File: config.mk
export PLATFORM = sky130hd
export DESIGN_NAME = instr_fetch_ctrl
export DESIGN_NICKNAME = d
export VERILOG_FILES = /design/src/rtl/imem_pkg.sv /design/src/rtl/imem_rom.sv /design/src/rtl/instr_fetch_ctrl.sv
export SDC_FILE = /design/constraint.sdc
export NUM_CORES = 1
export LEC_CHECK = 0
export BUFFER_PORTS_ARGS = -buffer_cell sky130_fd_sc_hd__buf_2
export CAP_MARGIN = 20
export CORE_UTILIZATION = 35
export DETAILED_ROUTE_END_ITERATION = 10
export HOLD_SLACK_MARGIN = 0.15
export PLACE_DENSITY_LB_ADDON = 0.12
export SKIP_LAST_GASP = 1
export SLEW_MARGIN = 5
export SYNTH_ARGS = -nofsm -noshare
export SYNTH_HDL_FRONTEND = slang
export SYNTH_SLANG_ARGS = --single-unit
File: constraint.sdc
create_clock -name clk -period 3.1 [get_ports clk]
set_input_delay 0.31 -clock clk [delete_from_list [all_inputs] [get_ports clk]]
set_output_delay 0.31 -clock clk [all_outputs]
set_load 0.005 [all_outputs]
File: src/rtl/imem_pkg.sv
// Shared types and constants for the instruction fetch controller.
// Holds the fetch FSM state encoding, the NOP word returned on errored
// fetches, the runtime patch-slot record and the default ROM image.
package imem_pkg;

  typedef enum logic [1:0] {
    IDLE = 2'd0,
    READ = 2'd1,
    HOLD = 2'd2
  } fetch_state_t;

  localparam logic [31:0] NOP = '0;

  // Widest patch value a slot can carry; narrower builds use the low bits.
  localparam int unsigned PATCH_W_MAX = 16;

  typedef struct packed {
    logic                   valid;
    logic [31:0]            addr;
    logic [PATCH_W_MAX-1:0] val;
  } patch_slot_t;

  // Default ROM image: a simple ramp so every word is distinct and easy to
  // recognise (word 3 is 32'h2001_00A5).
  function automatic logic [31:0] rom_default_word(input int unsigned idx);
    return 32'h2001_00A2 + 32'(idx);
  endfunction

endpackage

File: src/rtl/imem_rom.sv
// Synchronous single-port instruction ROM with one-cycle read latency.
// Contents come from the package default image; no control logic lives here.
module imem_rom
  import imem_pkg::*;
#(
  parameter int unsigned DATA_W = 32,
  parameter int unsigned DEPTH  = 32,
  parameter int unsigned AW     = $clog2(DEPTH)
) (
  input  logic              clk,
  input  logic              en,
  input  logic [AW-1:0]     addr,
  output logic [DATA_W-1:0] rdata
);

  logic [DATA_W-1:0] image [DEPTH];

  // Constant ROM image, elaborated from the package default function
  always_comb begin
    for (int unsigned i = 0; i < DEPTH; i++) begin
      image[i] = DATA_W'(rom_default_word(i));
    end
  end

  // Registered read port, updated only when a fetch is accepted
  always_ff @(posedge clk) begin
    if (en) begin
      rdata <= image[addr];
    end
  end

endmodule

File: src/rtl/instr_fetch_ctrl.sv
// Instruction fetch controller: accepts byte-addressed fetch requests,
// reads the ROM, flags misaligned/out-of-range fetches (returned as NOP)
// and optionally substitutes the low bits of matching fetches from a
// runtime patch table. Define IMEM_PATCH_EN to build the patch table;
// without it the patch_* inputs are ignored.
module instr_fetch_ctrl
  import imem_pkg::*;
#(
  parameter  int unsigned DATA_W      = 32,
  parameter  int unsigned DEPTH       = 32,
  parameter  int unsigned PATCH_SLOTS = 4,
  parameter  int unsigned PATCH_W     = 4,
  localparam int unsigned AW          = $clog2(DEPTH),
  localparam int unsigned IDX_W       = (PATCH_SLOTS > 1) ? $clog2(PATCH_SLOTS) : 1
) (
  input  logic               clk,
  input  logic               rst_n,
  input  logic               fetch_req,
  input  logic [31:0]        fetch_addr,
  output logic               fetch_gnt,
  output logic               instr_valid,
  input  logic               instr_ready,
  output logic [DATA_W-1:0]  instr_data,
  output logic               instr_err,
  input  logic               patch_we,
  input  logic [IDX_W-1:0]   patch_idx,
  input  logic               patch_en,
  input  logic [31:0]        patch_addr,
  input  logic [PATCH_W-1:0] patch_val
);

  fetch_state_t      state;
  fetch_state_t      state_next;
  logic              accept;
  logic [31:0]       addr_q;
  logic [DATA_W-1:0] rom_data;
  logic              addr_err;
  logic              hit;
  logic [PATCH_W-1:0] hit_val;
  logic [DATA_W-1:0] fetch_word;

  // FSM state register
  always_ff @(posedge clk or negedge rst_n) begin
    if (!rst_n) begin
      state <= IDLE;
    end else begin
      state <= state_next;
    end
  end

  // FSM next-state logic
  always_comb begin
    state_next = state;
    case (state)
      IDLE:    if (fetch_req) state_next = READ;
      READ:    state_next = HOLD;
      HOLD:    if (instr_ready) state_next = fetch_req ? READ : IDLE;
      default: state_next = IDLE;
    endcase
  end

  // FSM outputs: grant while idle or while the held word is being consumed
  always_comb begin
    fetch_gnt = (state == IDLE) || ((state == HOLD) && instr_ready);
    accept    = fetch_req && fetch_gnt;
  end

  // Latch the byte address of each accepted fetch
  always_ff @(posedge clk or negedge rst_n) begin
    if (!rst_n) begin
      addr_q <= '0;
    end else if (accept) begin
      addr_q <= fetch_addr;
    end
  end

  imem_rom #(
    .DATA_W (DATA_W),
    .DEPTH  (DEPTH),
    .AW     (AW)
  ) u_rom (
    .clk   (clk),
    .en    (accept),
    .addr  (fetch_addr[AW+1:2]),
    .rdata (rom_data)
  );

  assign addr_err = (addr_q[1:0] != 2'b00) || (addr_q[31:AW+2] != '0);

`ifdef IMEM_PATCH_EN
  patch_slot_t                slots [PATCH_SLOTS];
  logic [PATCH_W_MAX-1:0]     hit_val_full;
  logic                       unused_val_bits;

  // Patch table writes; an index past the last slot matches no slot
  always_ff @(posedge clk or negedge rst_n) begin
    if (!rst_n) begin
      for (int unsigned i = 0; i < PATCH_SLOTS; i++) begin
        slots[i] <= '0;
      end
    end else if (patch_we) begin
      for (int unsigned i = 0; i < PATCH_SLOTS; i++) begin
        if (patch_idx == IDX_W'(i)) begin
          slots[i].valid <= patch_en;
          slots[i].addr  <= patch_addr;
          slots[i].val   <= PATCH_W_MAX'(patch_val);
        end
      end
    end
  end

  // Match the latched address against valid slots; lowest index wins
  always_comb begin
    hit          = 1'b0;
    hit_val_full = '0;
    for (int unsigned i = 0; i < PATCH_SLOTS; i++) begin
      if (!hit && slots[i].valid && (slots[i].addr == addr_q)) begin
        hit          = 1'b1;
        hit_val_full = slots[i].val;
      end
    end
  end

  assign hit_val         = hit_val_full[PATCH_W-1:0];
  assign unused_val_bits = ^hit_val_full;
`else
  logic unused_patch;

  assign unused_patch = ^{patch_we, patch_idx, patch_en, patch_addr, patch_val};
  assign hit          = 1'b0;
  assign hit_val      = '0;
`endif

  // Word presented to the consumer: ROM data, optional patch, NOP on error
  always_comb begin
    fetch_word = rom_data;
    if (hit) begin
      fetch_word[PATCH_W-1:0] = hit_val;
    end
    if (addr_err) begin
      fetch_word = DATA_W'(NOP);
    end
  end

  // Output registers: load in READ, hold in HOLD until consumed
  always_ff @(posedge clk or negedge rst_n) begin
    if (!rst_n) begin
      instr_valid <= 1'b0;
      instr_data  <= '0;
      instr_err   <= 1'b0;
    end else begin
      case (state)
        READ: begin
          instr_valid <= 1'b1;
          instr_data  <= fetch_word;
          instr_err   <= addr_err;
        end
        HOLD: begin
          if (instr_ready) begin
            instr_valid <= 1'b0;
          end
        end
        default: begin
        end
      endcase
    end
  end

endmodule

==> impl_metrics.env, run 1 <==
export IMPL_io_pin_count=111
export IMPL_critPathRequiredTime_ns=3.28
export IMPL_start_kind="flip-flop"
export IMPL_stdcell_count=282
export IMPL_diodes=0
export IMPL_cts_resized_gates=0
export IMPL_die_x_um=81.2
export IMPL_die_h_um=81.2
export IMPL_dp_slack_ns=1.36
export IMPL_timing_rr_start="state[1]$_DFFE_PN0P_"
export IMPL_drive_gt1_frac=0.435
export IMPL_rows=28
export IMPL_syn_cell_area_um2=2200
export IMPL_tritoncts="done"
export IMPL_clk_latency_ns=0.29
export IMPL_worstPathMaxFanout=34
export IMPL_regArea_um2=1190
export IMPL_grt_pass1_vias=1229
export IMPL_overflow=0
export IMPL_critPathTopFamily="buffers and inverters"
export IMPL_maxSlewViolCount=0
export IMPL_vias=1302
export IMPL_drc=0
export IMPL_synth_seq_area_share=0.540
export IMPL_hpwl_mm=2.63
export IMPL_wl_mm=3.58
export IMPL_routed_via_density=4.62
export IMPL_yosys_top_cells_area="dfrtp_1 44%, mux2_4 13%, edfxtp_1 9.6%"
export IMPL_skew_ns=0.00549
export IMPL_fin_setup_tns_ns=0
export IMPL_worst_path_largest_cell_delay_ns=0.47
export IMPL_arrival_ns=1.94
export IMPL_clockBufferDepth=2
export IMPL_synthCells=159
export IMPL_period_minus_slack_ns=1.76
export IMPL_multiInputGateArea_um2=845
export IMPL_synth_top_area_share=0.444
export IMPL_synth_async_reset_ratio=0.848
export IMPL_status="finished, final reports clean"
export IMPL_first_iter_violations=57
export IMPL_start_util=0.367
export IMPL_setup_ws_ns=1.34
export IMPL_synth_ff_type="dfrtp_1"
export IMPL_critPathBufInv=1
export IMPL_finalCoreUtilization=0.411
export IMPL_dp_cells=274
export IMPL_crit_path_end_kind="flip-flop"
export IMPL_p_per_area_nw_per_um2=586
export IMPL_synth_warnings=0
export IMPL_dieArea_um2=6600
export IMPL_cts_made_buffers=5
export IMPL_holdWs_ns=0.123
export IMPL_post_cts_setup_buffers=0
export IMPL_synth_common_cells="39 x dfrtp_1, 24 x buf_4, 19 x mux2_4"
export IMPL_fill_cells=576
export IMPL_ir_drop_v=0.000259
export IMPL_crit_type="reg2reg"
export IMPL_clk_pin_slew_ns=0.08
export IMPL_ys_ff_latch=46
export IMPL_worst_slew_pin_slew_ns=0.852
export IMPL_rsz0062_at_grt="no"
export IMPL_antenna_left=0
export IMPL_area_delta_synth_final_pct=12.0
export IMPL_synth_edff_count=7
export IMPL_hold_path_class="in2async"
export IMPL_fin_nets=284
export IMPL_syn_area_per_cell_um2=13.8
export IMPL_finalSetupViolCount=0
export IMPL_grt_pass1_wl_mm=5.98
export IMPL_fmax_mhz=569
export IMPL_gp_congestion=0.724
export IMPL_hold_viol=0
export IMPL_io_buffers=48
export IMPL_grt_util_all_layers=0.122
export IMPL_antenna_found_initial=0
export IMPL_cts_max_level=2
export IMPL_cts_root_buf="clkbuf_8"
export IMPL_cellLeakagePower_uw=0.00114
export IMPL_crit_start="state[1]$_DFFE_PN0P_"
export IMPL_wl_per_cell_um=12.7
export IMPL_slew_limit_headroom=0.432
export IMPL_cp_slowest_cell="buf_4"
export IMPL_drv_cap=0
export IMPL_dr_pass1_iters=4
export IMPL_finalCritPeriodShare=0.567
export IMPL_crit_chain="nor2b_4 > nor3b_4 > buf_4 > mux2_2"
export IMPL_ctsHoldBuffers=0
export IMPL_cts_sink_count=46
export IMPL_synth_cell_type_count=32
export IMPL_grt_max_degree=40
export IMPL_synth_top_cell_by_area="dfrtp_1"
export IMPL_yosysMostFrequentCell="dfrtp_1"
export IMPL_core_region_area_um2=5990
==> cells by family (layout without fill, tap and decap cells) <==
family / count (synthesis) / count (layout) / share of synthesized area
flip-flops: 46 / 46 / 0.540
multiplexers: 27 / 27 / 0.171
AND/OR/NAND/NOR: 36 / 36 / 0.116
AO/OA/AOI/OAI: 15 / 15 / 0.0461
buffers and inverters: 32 / 59 / 0.114
adder cells (fa/ha/maj): 2 / 2 / 0.0114
other: 1 / 22 / 0.00171
==> routing by layer <==
layer,vias up,wire length (µm),GRT usage
li1,606,-,-
met1,638,1550,0.156
met2,52,1770,0.190
met3,6,209,0.0438
met4,0,50,0.0429
met5,-,0,0
==> worst reg2reg max path, stage by stage (launching register included) <==
cell and delay [ns]:
dfrtp_1 0.43, nor2b_4 0.16, nor3b_4 0.16, buf_4 0.47, mux2_2 0.43
==> flip-flops by register name, indices dropped and copies added (netlist names) <==
signal	count
addr_q	27
instr_data	8
u_rom.rdata	7
state	2
instr_err	1
instr_valid	1
==> area by class of cell <==
class                           instances  share of cell area
Clock buffer                            6              0.0295
Clock inverter                          2             0.00356
Inverter                                2             0.00305
Multi-Input combinational cell        102               0.343
Sequential cell                        46               0.482
Tap cell                               75              0.0381
Timing Repair Buffer                   49               0.101
==> layout by cell type (no fill, tap or decap), types with 2 or more instances in the layout <==
cell type   n
nand2_1    11
a21oi_1     4
dfrtp_1    39
mux2_2      8
nor4_2      3
ha_1        2
buf_2      48
edfxtp_1    7
nor4_4      2
nor2_1      2
conb_1     22
o31ai_1     8
inv_1       2
nand3_1     8
mux2_4     19
clkbuf_8    5
==> metrics by stage <==
stage               power, µW  area (µm²)
CTS                      1460        2460
floorplan                1060        2280
detailed placement       1110        2380
finish                   1440        2460
global route             1530        2460
global placement         1090        2380
==> where the power goes <==
| group | total, µW | internal (µW) | switching [µW] |
|---|---|---|---|
| logic | 283 | 173 | 110 |
| clock network | 348 | 155 | 193 |
| registers | 812 | 726 | 86.1 |
==> path summary, 6_finish.rpt <==
path / endpoint / slack (ns) / depth (start not counted)
max: addr_q[26]$_DFFE_PN0P_ / 1.34 / 4
min: addr_q[23]$_DFFE_PN0P_ / 0.12 / 1
max reg2reg: addr_q[26]$_DFFE_PN0P_ / 1.34 / 4
min reg2reg: instr_data[1]$_DFFE_PN0P_ / 0.48 / 2
max in group asynchronous: addr_q[27]$_DFFE_PN0P_ / 2.45 / 1
min in group clk: u_rom.rdata[0]$_DFFE_PP_ / 0.19 / 1
No activity file was read; power rests on OpenSTA's default activity.
==> run 2: changes to the inputs <==
clock period = 1.67 ns   (was 3.1 ns; I/O delays follow)
==> impl_metrics.env, run 2 (synthesized netlist as in run 1, its figures left out) <==
export IMPL_first_iter_violations=38
export IMPL_drv_cap=0
export IMPL_critPathTopFamily="flip-flops"
export IMPL_critPathRequiredTime_ns=1.85
export IMPL_holdWs_ns=0.174
export IMPL_grt_pass1_vias=1435
export IMPL_die_x_um=81.2
export IMPL_worstPathMaxFanout=34
export IMPL_critPathBufInv=1
export IMPL_largest_reg_flops=27
export IMPL_status="finished, final reports clean"
export IMPL_grt_util_all_layers=0.133
export IMPL_fill_cells=551
export IMPL_routed_via_density=4.52
export IMPL_hold_path_class="in2reg"
export IMPL_overflow=0
export IMPL_gp_congestion=0.751
export IMPL_diodes=0
export IMPL_layout_common_cells="48 x buf_2, 39 x dfrtp_1, 31 x dlygate4sd3_1"
export IMPL_crit_type="reg2reg"
export IMPL_fmax_mhz=662
export IMPL_tritoncts="done"
export IMPL_cts_max_level=2
export IMPL_start_kind="flip-flop"
export IMPL_cts_root_buf="clkbuf_8"
export IMPL_worst_path_largest_cell_delay_ns=0.39
export IMPL_dp_slack_ns=0.164
export IMPL_grt_pass1_wl_mm=6.58
export IMPL_wl_mm=4.00
export IMPL_fin_nets=319
export IMPL_setup_ws_ns=0.160
export IMPL_arrival_ns=1.69
export IMPL_multiInputGateArea_um2=845
export IMPL_regArea_um2=1190
export IMPL_cellLeakagePower_uw=0.00129
export IMPL_crit_chain="nor2b_4 > nor3b_4 > buf_12 > mux2_2"
export IMPL_grt_max_degree=40
export IMPL_finalSetupViolCount=0
export IMPL_io_pin_count=111
export IMPL_cp_slowest_cell="dfrtp_1"
export IMPL_clk_latency_ns=0.30
export IMPL_wl_per_cell_um=12.6
export IMPL_core_region_area_um2=5990
export IMPL_layout_commonest_cell="buf_2"
export IMPL_clk_pin_slew_ns=0.09
export IMPL_slew_limit_headroom=0.665
export IMPL_skew_ns=0.00660
export IMPL_cts_made_buffers=5
export IMPL_hpwl_mm=2.75
export IMPL_worst_slew_pin_slew_ns=0.502
export IMPL_dieArea_um2=6600
export IMPL_dr_pass1_iters=2
export IMPL_p_per_area_nw_per_um2=990
export IMPL_die_h_um=81.2
export IMPL_largestRegisters="addr_q: 27 flops, instr_data: 8 flops, u_rom.rdata: 7 flops"
export IMPL_drive_gt1_frac=0.393
export IMPL_io_buffers=48
export IMPL_start_util=0.367
export IMPL_cts_resized_gates=0
export IMPL_period_minus_slack_ns=1.51
export IMPL_finalCritPeriodShare=0.904
export IMPL_area_delta_synth_final_pct=28.4
export IMPL_rsz0062_at_grt="no"
export IMPL_clockBufferDepth=2
export IMPL_drc=0
export IMPL_hold_viol=0
export IMPL_cts_sink_count=46
export IMPL_maxSlewViolCount=0
export IMPL_rows=28
export IMPL_p_total_uw=2790
export IMPL_antenna_found_initial=0
export IMPL_vias=1432
export IMPL_largest_register="addr_q"
export IMPL_crit_path_end_kind="flip-flop"
export IMPL_antenna_left=0
export IMPL_fin_setup_tns_ns=0
export IMPL_ir_drop_v=0.000551
[run 2: final cells by class]
cell class | instances | area share
sequential | 46 | 0.420
multi-input combinational | 102 | 0.299
timing repair buffer | 84 | 0.213
tap | 75 | 0.0333
clock buffer | 5 | 0.0244
clock inverter | 3 | 0.00710
inverter | 2 | 0.00266
[run 2: path summary, 6_finish.rpt]
path / start / endpoint / slack [ns] / depth (start not counted)
setup reg to reg: state[1]$_DFFE_PN0P_ / addr_q[1]$_DFFE_PN0P_ / 0.16 / 4
hold / removal: fetch_addr[6] / u_rom.rdata[5]$_SDFFCE_PN1P_ / 0.17 / 2
max in group asynchronous: rst_n / addr_q[12]$_DFFE_PN0P_ / 0.87 / 3
min in group asynchronous: rst_n / addr_q[23]$_DFFE_PN0P_ / 0.45 / 3
setup / recovery: state[1]$_DFFE_PN0P_ / addr_q[1]$_DFFE_PN0P_ / 0.16 / 4
hold reg to reg: instr_data[1]$_DFFE_PN0P_ / instr_data[1]$_DFFE_PN0P_ / 0.48 / 2
[run 2: worst reg2reg max path: cells and delay by family, from the launching register on]
kind / cells / cell delay (ns)
flops: 1 / 0.39
mux: 1 / 0.38
simple gates: 2 / 0.36
buf+inv: 1 / 0.27
[run 2: per-stage QoR]
stage               area [µm²]  instances   util
floorplan                 2280        180      -
global placement          2420        278  0.404
detailed placement        2420        278  0.404
CTS                       2820        317  0.471
global route              2820        317  0.471
finish                    2820        317  0.471
[run 2: where the power goes]
| group | switching (µW) | internal [µW] | leakage, µW | total [µW] |
|---|---|---|---|---|
| logic | 223 | 388 | 0.000716 | 611 |
| registers | 160 | 1350 | 0.000537 | 1510 |
| clock network | 381 | 295 | 0.0000422 | 676 |
[run 2: routing by layer]
metal / share of wire / global-route usage / vias to the layer above
met4: 0.017 / 0.0500 / 0
met2: 0.52 / 0.239 / 56
met1: 0.42 / 0.148 / 691
met5: 0 / 0 / -
met3: 0.051 / 0.0382 / 9
li1: - / - / 676
[run 2: what timing repair did]
item / 4_1_cts / 5_1_grt
hold buffers: 31 / 0
buffers inserted: 0 / 0
hold endpoints to repair: 69 / 0
endpoints found under the setup margin: 0 / 0
==> run 3: changes to the inputs <==
PLACE_DENSITY = 0.66   (was unset)
PLACE_DENSITY_LB_ADDON = unset   (was 0.12)
==> impl_metrics.env, run 3 (synthesized netlist as in run 1, its figures left out) <==
export IMPL_status="finished, final reports clean"
export IMPL_period_minus_slack_ns=1.49
export IMPL_cts_root_buf="clkbuf_8"
export IMPL_dp_cells=280
export IMPL_hpwl_mm=2.49
export IMPL_io_buffers=48
export IMPL_start_kind="flip-flop"
export IMPL_worst_path_largest_cell_delay_ns=0.39
export IMPL_maxSlewViolCount=0
export IMPL_dr_pass1_iters=5
export IMPL_layout_commonest_cell="buf_2"
export IMPL_largestRegisters="addr_q: 27 flops, instr_data: 8 flops, u_rom.rdata: 7 flops"
export IMPL_path_depth=4
export IMPL_fill_cells=559
export IMPL_critPathBufInv=1
export IMPL_critPathTopFamily="flip-flops"
export IMPL_vias=1410
export IMPL_grt_pass1_wl_mm=6.15
export IMPL_start_util=0.367
export IMPL_p_per_area_nw_per_um2=987
export IMPL_area_delta_synth_final_pct=29.3
export IMPL_largest_reg_flops=27
export IMPL_rows=28
export IMPL_grt_pass1_vias=1383
export IMPL_rsz0062_at_grt="no"
export IMPL_wl_per_cell_um=11.6
export IMPL_stdcell_count=319
export IMPL_grt_util_all_layers=0.128
export IMPL_layout_common_cells="48 x buf_2, 39 x dfrtp_1, 31 x dlygate4sd3_1"
export IMPL_cts_sink_count=46
export IMPL_routed_via_density=4.42
export IMPL_ir_drop_v=0.000599
export IMPL_skew_ns=0.00967
export IMPL_first_iter_violations=30
export IMPL_antenna_found_initial=0
export IMPL_min_path_cells=2
export IMPL_fin_nets=321
export IMPL_drive_gt1_frac=0.402
export IMPL_cellLeakagePower_uw=0.00130
export IMPL_clk_latency_ns=0.30
export IMPL_fmax_mhz=669
export IMPL_arrival_ns=1.68
export IMPL_grt_max_degree=40
export IMPL_crit_type="reg2reg"
export IMPL_wl_mm=3.72
export IMPL_clk_pin_slew_ns=0.09
export IMPL_clockBufferDepth=2
export IMPL_r2r_cells=4
export IMPL_core_region_area_um2=5990
export IMPL_cts_max_level=2
export IMPL_cp_slowest_cell="dfrtp_1"
export IMPL_gp_congestion=0.696
export IMPL_worstPathMaxFanout=34
export IMPL_critPathRequiredTime_ns=1.85
export IMPL_overflow=0
export IMPL_die_x_um=81.2
export IMPL_cts_made_buffers=5
export IMPL_largest_register="addr_q"
export IMPL_crit_path_end_kind="flip-flop"
export IMPL_hold_path_class="in2reg"
export IMPL_dieArea_um2=6600
export IMPL_diodes=0
export IMPL_die_h_um=81.2
export IMPL_io_pin_count=111
export IMPL_finalCritPeriodShare=0.895
export IMPL_antenna_left=0
export IMPL_fin_setup_tns_ns=0
export IMPL_drv_cap=0
export IMPL_finalSetupViolCount=0
export IMPL_hold_viol=0
export IMPL_crit_chain="nor2b_4 > nor3b_4 > buf_12 > mux2_2"
export IMPL_drc=0
export IMPL_tritoncts="done"
run 3: changes by cell type in the layout (fill, tap and decap cells not counted), sizes merged:
cell      previous run  this run
clkinvlp             1         2
clkinv               1         0
buf                 53        55
run 3: final cells by class:
cell class	instances	area, µm²	share of cell area
Clock buffer	5	68.8	0.0242
Clock inverter	3	23.8	0.00837
Inverter	2	7.51	0.00264
Multi-Input combinational cell	102	845	0.297
Sequential cell	46	1190	0.418
Tap cell	75	93.8	0.0330
Timing Repair Buffer	86	616	0.217
run 3: metrics by stage:
stage          worst slack [ns]  hold slack (ns)  area, µm²  total power, µW   util
6_report                  0.175            0.166       2840             2800  0.474
5_1_grt                   0.102            0.175       2840             2970  0.474
4_1_cts                   0.172            0.151       2840             2840  0.474
3_5_place_dp              0.188            0.255       2440             2090  0.407
3_3_place_gp              0.195            0.253       2440             2070  0.407
2_1_floorplan             0.235           -0.129       2280             1970      -
run 3: power breakdown:
group,switching [µW],internal (µW),total [µW],leakage (µW)
logic,223,392,616,0.000725
registers,149,1350,1500,0.000537
clock network,392,299,691,0.0000408
total,764,2040,2800,0.00130
run 3: path summary, 6_finish.rpt:
check,to,from,slack [ns]
min,u_rom.rdata[5]$_SDFFCE_PN1P_,fetch_addr[6],0.17
max,addr_q[0]$_DFFE_PN0P_,state[1]$_DFFE_PN0P_,0.18
max reg2reg,addr_q[0]$_DFFE_PN0P_,state[1]$_DFFE_PN0P_,0.18
max in group asynchronous,addr_q[22]$_DFFE_PN0P_,rst_n,0.89
min in group asynchronous,addr_q[30]$_DFFE_PN0P_,rst_n,0.43
min reg2reg,instr_data[0]$_DFFE_PN0P_,instr_data[0]$_DFFE_PN0P_,0.48
run 3: repair_timing:
item,in CTS,in global routing
gates resized for setup,0,0
endpoints found under the setup margin,0,0
buffers inserted,0,0
hold buffers,31,0
hold endpoints to repair,69,0
run 3: metal layers:
metal | wire [µm] | part of all wire | vias to the layer above | GRT usage
li1 | - | - | 686 | -
met5 | 0 | 0 | - | 0
met4 | 64 | 0.017 | 0 | 0.0589
met3 | 164 | 0.044 | 7 | 0.0337
met2 | 1840 | 0.49 | 48 | 0.222
met1 | 1650 | 0.44 | 669 | 0.146
